$ cat config.mk
export PLATFORM = sky130hd
export DESIGN_NAME = audio_sample_logger
export DESIGN_NICKNAME = d
export VERILOG_FILES = /design/src/rtl/audio_sample_logger.sv
export SDC_FILE = /design/constraint.sdc
export NUM_CORES = 2
export LEC_CHECK = 0
export BUFFER_PORTS_ARGS = -buffer_cell sky130_fd_sc_hd__buf_4
export CAP_MARGIN = 10
export CELL_PAD_IN_SITES_DETAIL_PLACEMENT = 1
export CELL_PAD_IN_SITES_GLOBAL_PLACEMENT = 2
export CORE_MARGIN = 2
export CORE_UTILIZATION = 51
export DETAILED_ROUTE_END_ITERATION = 10
export GPL_ROUTABILITY_DRIVEN = 0
export PLACE_DENSITY_LB_ADDON = 0.08
export SETUP_SLACK_MARGIN = 0.05
export SYNTH_ARGS = -nofsm -noshare
export SYNTH_HDL_FRONTEND = slang
export SYNTH_SLANG_ARGS = --single-unit
$ cat constraint.sdc
create_clock -name clk -period 5.2 [get_ports clk]
set_input_delay 0.52 -clock clk [delete_from_list [all_inputs] [get_ports clk]]
set_output_delay 0.52 -clock clk [all_outputs]
set_load 0.01 [all_outputs]
$ cat src/rtl/audio_sample_logger.sv
// Multi-channel audio capture FIFO: decimated frame capture, per-word host readout.
// Optional per-channel peak detector enabled by AUDIO_LOGGER_PEAK_DET_EN.
module audio_sample_logger #(
    parameter  int NUM_CH  = 2,
    parameter  int DATA_W  = 16,
    parameter  int DEPTH   = 64,
    parameter  int DECIM_W = 8,
    localparam int CHW     = (NUM_CH > 1) ? $clog2(NUM_CH) : 1,
    localparam int AW      = $clog2(DEPTH)
) (
    input  logic                     clk,
    input  logic                     rst,
    input  logic                     smpl_vld,
    input  logic [NUM_CH*DATA_W-1:0] smpl_data,
    input  logic [DECIM_W-1:0]       decim,
    input  logic                     oneshot,
    input  logic                     arm,
    input  logic                     stop,
    input  logic                     rd_en,
    output logic [DATA_W-1:0]        rd_data,
    output logic [CHW-1:0]           rd_ch,
    output logic                     rd_vld,
    output logic                     empty,
    output logic                     full,
    output logic [AW:0]              count,
    output logic                     ovf,
    output logic                     done,
    output logic [NUM_CH*DATA_W-1:0] peak,
    input  logic                     peak_clr
);
    localparam logic [CHW-1:0] LAST_CH  = CHW'(NUM_CH - 1);
    localparam logic [AW:0]    FULL_CNT = (AW+1)'(DEPTH);

    typedef enum logic [1:0] {S_IDLE, S_CAPTURE, S_DONE} state_t;

    state_t                       r_state;
    logic [NUM_CH*DATA_W-1:0]     r_mem [DEPTH];
    logic [AW-1:0]                r_wptr, r_rptr;
    logic [AW:0]                  r_count;
    logic [CHW-1:0]               r_ch;
    logic [DECIM_W-1:0]           r_dcnt;
    logic                         r_ovf;
    logic                         r_done;

    logic [NUM_CH-1:0][DATA_W-1:0] w_head;
    logic                          w_empty, w_full, w_strobe, w_keep, w_rd, w_pop, w_wr;
    logic [AW:0]                   w_cnt_nxt;

    assign w_empty   = (r_count == '0);
    assign w_full    = (r_count == FULL_CNT);
    // Arm flushes the FIFO, so a same-cycle sample or read is discarded.
    assign w_strobe  = smpl_vld && (r_state == S_CAPTURE) && !arm;
    assign w_keep    = w_strobe && (r_dcnt == '0);
    assign w_rd      = rd_en && !w_empty && !arm;
    assign w_pop     = w_rd && (r_ch == LAST_CH);
    assign w_wr      = w_keep && (!w_full || w_pop);
    assign w_cnt_nxt = r_count + (AW+1)'(w_wr) - (AW+1)'(w_pop);
    assign w_head    = r_mem[r_rptr];

    assign empty = w_empty;
    assign full  = w_full;
    assign count = r_count;
    assign ovf   = r_ovf;
    assign done  = r_done;

    always_ff @(posedge clk) begin
        if (w_wr) r_mem[r_wptr] <= smpl_data;
    end

    always_ff @(posedge clk or posedge rst) begin
        if (rst) begin
            r_state <= S_IDLE;
            r_wptr  <= '0;
            r_rptr  <= '0;
            r_count <= '0;
            r_ch    <= '0;
            r_dcnt  <= '0;
            r_ovf   <= 1'b0;
            r_done  <= 1'b0;
            rd_vld  <= 1'b0;
            rd_data <= '0;
            rd_ch   <= '0;
        end else begin
            rd_vld <= w_rd;
            if (w_rd) begin
                rd_data <= w_head[r_ch];
                rd_ch   <= r_ch;
            end
            if (arm) begin
                r_state <= S_CAPTURE;
                r_done  <= 1'b0;
                r_wptr  <= '0;
                r_rptr  <= '0;
                r_count <= '0;
                r_ch    <= '0;
                r_dcnt  <= '0;
                r_ovf   <= 1'b0;
            end else begin
                if (w_rd)  r_ch   <= w_pop ? '0 : r_ch + 1'b1;
                if (w_pop) r_rptr <= r_rptr + 1'b1;
                if (w_wr)  r_wptr <= r_wptr + 1'b1;
                if (w_keep && !w_wr) r_ovf <= 1'b1;
                r_count <= w_cnt_nxt;
                // Counter above a live-lowered decim falls back to 0 on the next strobe.
                if (w_strobe) r_dcnt <= (r_dcnt >= decim) ? '0 : r_dcnt + 1'b1;
                if (r_state == S_CAPTURE) begin
                    if (oneshot && w_wr && (w_cnt_nxt == FULL_CNT)) begin
                        r_state <= S_DONE;
                        r_done  <= 1'b1;
                    end else if (stop) begin
                        r_state <= S_IDLE;
                    end
                end
            end
        end
    end

`ifdef AUDIO_LOGGER_PEAK_DET_EN
    localparam logic [DATA_W-1:0] SMIN = {1'b1, {(DATA_W-1){1'b0}}};
    localparam logic [DATA_W-1:0] SMAX = {1'b0, {(DATA_W-1){1'b1}}};
    logic w_pk_strobe;
    assign w_pk_strobe = smpl_vld && (r_state == S_CAPTURE);

    for (genvar c = 0; c < NUM_CH; c++) begin : g_peak
        logic [DATA_W-1:0] w_s, w_mag, r_pk;
        assign w_s   = smpl_data[c*DATA_W +: DATA_W];
        assign w_mag = (w_s == SMIN) ? SMAX : (w_s[DATA_W-1] ? (~w_s + 1'b1) : w_s);
        always_ff @(posedge clk or posedge rst) begin
            if (rst)                              r_pk <= '0;
            else if (peak_clr)                    r_pk <= '0;
            else if (w_pk_strobe && w_mag > r_pk) r_pk <= w_mag;
        end
        assign peak[c*DATA_W +: DATA_W] = r_pk;
    end
`else
    logic w_unused_peak_clr;
    assign w_unused_peak_clr = peak_clr;
    assign peak = '0;
`endif

endmodule

# After elaboration in Yosys (flattened, before gate mapping)
# Memories as Yosys holds them, arrays and structs flattened.
# Cells that the tools add are included.
totals:
  mem_bits_rw: 2048
  inputBits: 48
  elab_cells: 74
  ff_bits: 50
  n_memories: 1
  out_inout_bits: 61
op_classes:
  reduce_logical: 27
  mux: 24
  n_addsub: 6
  n_eq_ne: 3
  order_cmp: 2
memory_table:
  columns: ["name", "depth", "word_bits", "rd", "rd_clocked_by_memory_dff", "write_ports", "line", "text"]
  rows:
  - ["r_mem", 64, 32, 1, 0, 1, "37", "logic [NUM_CH*DATA_W-1:0] r_mem [DEPTH];"]
op_table:
  columns: ["op", "count"]
  rows:
  - ["2-to-1 mux 16 bit", 2]
  - ["2-to-1 mux 6 bit", 4]
  - ["2-to-1 mux 8 bit", 3]
  - ["== test 7 bit (second input constant)", 2]
  - ["nonzero test 2 bit", 7]
  - ["adder 6 x 1 -> 6 bit (second input constant)", 2]
  - ["logical AND 1 bit", 10]
  - ["2-to-1 mux 1 bit", 10]
  - ["adder 8 x 1 -> 8 bit (second input constant)", 1]
  - ["greater-or-equal comparator 8 bit", 1]
  - ["logical NOT 8 bit", 1]
  - ["2-to-1 mux 2 bit", 4]
  - ["adder 7 x 1 -> 7 bit", 1]
  - ["logical NOT 7 bit", 1]
  - ["2-to-1 mux 7 bit", 1]
  - ["subtractor 7 x 1 -> 7 bit", 1]
  - ["logical NOT 1 bit", 4]
  - ["AND reduction 2 bit", 2]
  - ["nonzero test 3 bit", 1]
  - ["== test 2 x 1 -> 1 bit (second input constant)", 1]
  - ["less-than comparator 1 x 2 -> 1 bit (second input constant)", 1]
  - ["adder 1 bit (second input constant)", 1]
  - ["logical OR 1 bit", 1]

# Logic depth before layout (Yosys ltp)
logic_depth:
  depth_word: 14
  mapped_depth: 21
  ltp_nobuf: 20

# Worst setup path after synthesis
# OpenSTA, ideal clock, no wires.
synth_path:
  path_type: "flip-flop to flip-flop"
  from: "register r_dcnt[0]"
  to: "memory r_mem[63][0] in the netlist's numbering, enable pin"
  arrival_ns: 3.356
  period_less_slack_ns: 3.777
  path_slack_ns: 1.423
  path_stages_with_launch: 11
  setup_ns: 0.421
  n_path_buf: 2
  t_required_ns: 4.779
  cell_sequence: "dfrtp_1 inv_1 ha_1 nor4b_1 nand3_1 a21oi_1 and2_1 clkbuf_1 nand3_1 clkbuf_1 nor2_1"
synth_between:
  elab_chain_cells: 5
synth_lines:
  columns: ["element", "line", "text"]
  rows:
  - ["start: declaration", "41", "logic [DECIM_W-1:0] r_dcnt;"]
  - ["start signal: assignment", "105", "if (w_strobe) r_dcnt <= (r_dcnt >= decim) ? '0 : r_dcnt + 1'b1;"]
  - ["logical NOT 8 bit", "53", "assign w_keep = w_strobe && (r_dcnt == '0);"]
  - ["logical AND 1 bit", "53", null]
  - ["logical AND 1 bit", "56", "assign w_wr = w_keep && (!w_full || w_pop);"]
  - ["2-to-1 mux 1 bit", "67", "if (w_wr) r_mem[r_wptr] <= smpl_data;"]
  - ["2-to-1 mux 1 bit (not written as such)", "67", null]
  - ["end: declaration", "37", null]
# Every way passes these cells.

# Final worst setup path
layout_path:
  from: "register r_count[4], in the netlist count[4]"
  to: "register r_state[0]"
layout_between:
  elab_chain_cells: 14
layout_lines:
  columns: ["element", "line", "text"]
  rows:
  - ["start: declaration", "39", "logic [AW:0] r_count;"]
  - ["start signal: assignment", "103", "r_count <= w_cnt_nxt;"]
  - ["logical NOT 7 bit *", "49", "assign w_empty = (r_count == '0);"]
  - ["logical NOT 1 bit *", "54", "assign w_rd = rd_en && !w_empty && !arm;"]
  - ["logical AND 1 bit * (2 in a row)", "54", null]
  - ["named net w_rd", "46", "logic w_empty, w_full, w_strobe, w_keep, w_rd, w_pop, w_wr;"]
  - ["logical AND 1 bit *", "55", "assign w_pop = w_rd && (r_ch == LAST_CH);"]
  - ["logical OR 1 bit", "56", null]
  - ["logical AND 1 bit", "56", null]
  - ["adder 7 x 1 -> 7 bit", "57", "assign w_cnt_nxt = r_count + (AW+1)'(w_wr) - (AW+1)'(w_pop);"]
  - ["subtractor 7 x 1 -> 7 bit", "57", null]
  - ["== test 7 bit", "107", "if (oneshot && w_wr && (w_cnt_nxt == FULL_CNT)) begin"]
  - ["logical AND 1 bit *", "107", null]
  - ["2-to-1 mux 2 bit", "107", null]
  - ["2-to-1 mux 2 bit", "106", "if (r_state == S_CAPTURE) begin"]
  - ["2-to-1 mux 2 bit", "89", "if (arm) begin"]
  - ["end signal: assignment", "90", "r_state <= S_CAPTURE;"]
  - ["end signal: assignment", "108", "r_state <= S_DONE;"]
  - ["end signal: assignment", "111", "r_state <= S_IDLE;"]
  - ["end: declaration", "36", "state_t r_state;"]
# The timed path passes the listed nets; every way through them passes the cells marked *. The select of a mux whose other input is x is not followed.
# A chain may end at the register's enable or synchronous reset.

==> flow_summary.json <==
{
  "vdd_drop_max_mv": 0.3673,
  "grt_pass1_wl_mm": 320.8,
  "crit_required_ns": 5.90,
  "power.internal_mw": 28.99,
  "relSlewSlack": 0.1020,
  "placed_area_mm2": 0.08533,
  "finalClockSkew_ns": 0.03240,
  "place_ws_ns": 0.9351,
  "tns_ns": 0,
  "synth-seq-cells": 2098,
  "fmax_mhz": 234.3,
  "htreeDepth": 4,
  "dieWidth_um": 403.2,
  "finish.net_count": 3977,
  "holdCritPathClass": "in -> reg",
  "synth_cell_types": 66,
  "finalSetupViolCount": 0,
  "coreArea_mm2": 0.1584,
  "drc": 0,
  "dp_cells": 5764,
  "num_vias": 39690,
  "syn2layout_area_growth_pct": 13.34,
  "layout.cells.non_filler": 6155,
  "die_h_um": 403.2,
  "synth_edf_count": 2048,
  "syn_inst": 3640,
  "cts_buffers": 212,
  "cts.sinks": 2098,
  "p_sw_frac": 0.2327,
  "grt_max_degree": 79,
  "status": "finished clean",
  "arrival_ns": 4.97,
  "ios": 109,
  "clk_path_buf_depth": 3,
  "multi_input_area_mm2": 0.01767,
  "dieArea_mm2": 0.1625,
  "grt_overflow_total": 0,
  "fillers": 13050,
  "cts_resized": 0,
  "dr.pass1.iters": 5,
  "synth_area_mm2": 0.08125,
  "clk_pin_slew_ns": 0.06,
  "hold_violations": 0,
  "worst_slew_pin_slew_ns": 1.342,
  "worstSkewPairLatency_ns": 0.85,
  "p_leak_nw": 28.24,
  "cts_tree": "built",
  "drt_first_iter_violations": 4865,
  "grt_pass1_vias": 41500,
  "via_per_inst": 6.448,
  "portBuffers": 75,
  "wirelength_mm": 227.2,
  "start_kind": "flip-flop",
  "yosysMostFrequentCell": "edfxtp_1",
  "final_area_mm2": 0.09209,
  "layout-drive-gt1-share": 0.2863,
  "ys_seq_area_frac": 0.7723,
  "track_usage": 0.2841,
  "dp_hpwl_mm": 130.1,
  "num_rows": 146,
  "wl_per_cell_um": 36.91,
  "async_reset_ff_frac": 0.02383,
  "p_per_area_mw_per_mm2": 410.3,
  "ctsHoldBuffers": 2,
  "rrSetupSlack_ns": 0.93,
  "path_class": "reg -> reg",
  "post-route-period-util": 0.8208,
  "rsz0062_at_grt": "false",
  "slew_viol_final": 0,
  "worst_slack_ns": 0.9320,
  "avgSynthCellArea_um2": 22.32,
  "combPwrFrac": 0.106,
  "diodes": 0,
  "max_cap_viol_count": 0,
  "antenna_found_initial": 13,
  "synthTopCellsByCount": "edfxtp_1, mux4_2, nor2_1",
  "clkPwrFrac": 0.393,
  "p_switching_mw": 8.792,
  "final.min_clock_period_ns": 4.268,
  "yosysTopAreaCell": "edfxtp_1",
  "crit_fanout": 5,
  "cts_root_buf": "clkbuf_16",
  "netlist.area_leader.share": 0.7569,
  "end_kind": "flip-flop",
  "synthFlopType": "edfxtp_1",
  "power_frac_seq": 0.501,
  "ant_nets": 0,
  "start_util": 0.5130,
  "synthTopCellsByArea": "edfxtp_1, mux4_2, dfrtp_1",
  "post-cts-setup-buffer-count": 0,
  "synth_warnings": 0,
  "regArea_mm2": 0.06277
}
power by group through the flow:
| stage | Sequential, mW | Clock [mW] | Combinational (mW) |
|---|---|---|---|
| after floorplan | 19.1 | 0 | 2.80 |
| after global placement | 19.3 | 0 | 3.97 |
| after detailed placement | 19.3 | 0 | 4.07 |
| after CTS | 18.9 | 15.1 | 4.09 |
| after global routing | 18.9 | 15.7 | 4.29 |
| final | 18.9 | 14.9 | 4.01 |
cell families after synthesis:
family / Yosys count / synth area share
flops: 2098 / 0.7723
mux: 661 / 0.1640
simple gates: 347 / 0.01980
buf+inv: 251 / 0.01789
compound gates: 245 / 0.02096
fa+ha+maj: 21 / 0.003326
xor+xnor: 16 / 0.001725
other cells: 1 / 0.00004615
worst max-delay path, stage by stage, from the launching register on:
cell and delay, ns:
dfrtp_1 0.39, inv_1 0.10, ha_1 0.18, nand4bb_1 0.18
o21ai_0 0.39, nand2b_2 0.31, inv_1 0.08, nand2_1 0.09
nand2_1 0.06, o21ai_0 0.18, ha_1 0.20, inv_1 0.06
fa_1 0.42, nand2b_1 0.18, a21oi_1 0.19, o21ai_0 0.15
a21oi_1 0.22, nor2_1 0.09, xnor2_1 0.14, nor3_1 0.35
o21ai_0 0.16
flip-flops by register name, indices dropped and copies added (netlist names):
name     cells
count        7
done         1
ovf          1
r_ch         1
r_dcnt       8
r_mem     2048
r_rptr       6
r_state      2
r_wptr       6
rd_ch        1
rd_data     16
rd_vld       1
final timing paths:
check                      depth (start not counted)                      to                    from
max                                               20  r_state[0]$_DFFE_PP0P_      count[4]$_DFF_PP0_
min                                                2      count[6]$_DFF_PP0_                     arm
max reg2reg                                       20  r_state[0]$_DFFE_PP0P_      count[4]$_DFF_PP0_
min reg2reg                                        1  r_state[1]$_DFFE_PP0P_  r_state[1]$_DFFE_PP0P_
max in group asynchronous                          4   r_rptr[3]$_DFFE_PP0P_                     rst
min in group asynchronous                          4  rd_data[4]$_DFFE_PP0N_                     rst
cells in the final DEF, fill, tap and decap left out, types with 20 or more instances in the layout:
cell and n:
edfxtp_1 2048, mux4_2 535, buf_4 218, clkbuf_16 214, mux2i_1 116, nand2_1 84, nor2_4 64, nor2_1 59
clkbuf_1 52, dfrtp_1 45, clkinv_1 43, a21oi_1 41, o21ai_0 41, a22oi_1 40, clkinv_2 37, nand3_1 32
conb_1 32, buf_12 28, inv_1 24, ha_1 20
cell type report:
type / count / area share
sequential: 2098 / 0.6816
multi-input combinational: 1322 / 0.1919
clock buffer: 273 / 0.06132
tap: 2072 / 0.02815
timing repair buffer: 248 / 0.02408
clock inverter: 116 / 0.01187
inverter: 26 / 0.001128
metal layers:
layer,track usage,up-vias,part of all wire
met2,0.4586,1665,0.49
met4,0.08279,8,0.027
li1,-,15830,-
met5,0,-,0.00020
met1,0.4062,21890,0.41
met3,0.04550,301,0.071
metrics by stage:
step	util	hold WS, ns	power, mW
floorplan	-	0.4773	21.93
global placement	0.5388	0.4917	23.23
detailed placement	0.5388	0.5035	23.34
CTS	0.5815	0.02223	38.06
global route	0.5815	0.06970	38.90
finish	0.5815	0.07241	37.78
Power figures use the tool's default switching activity.
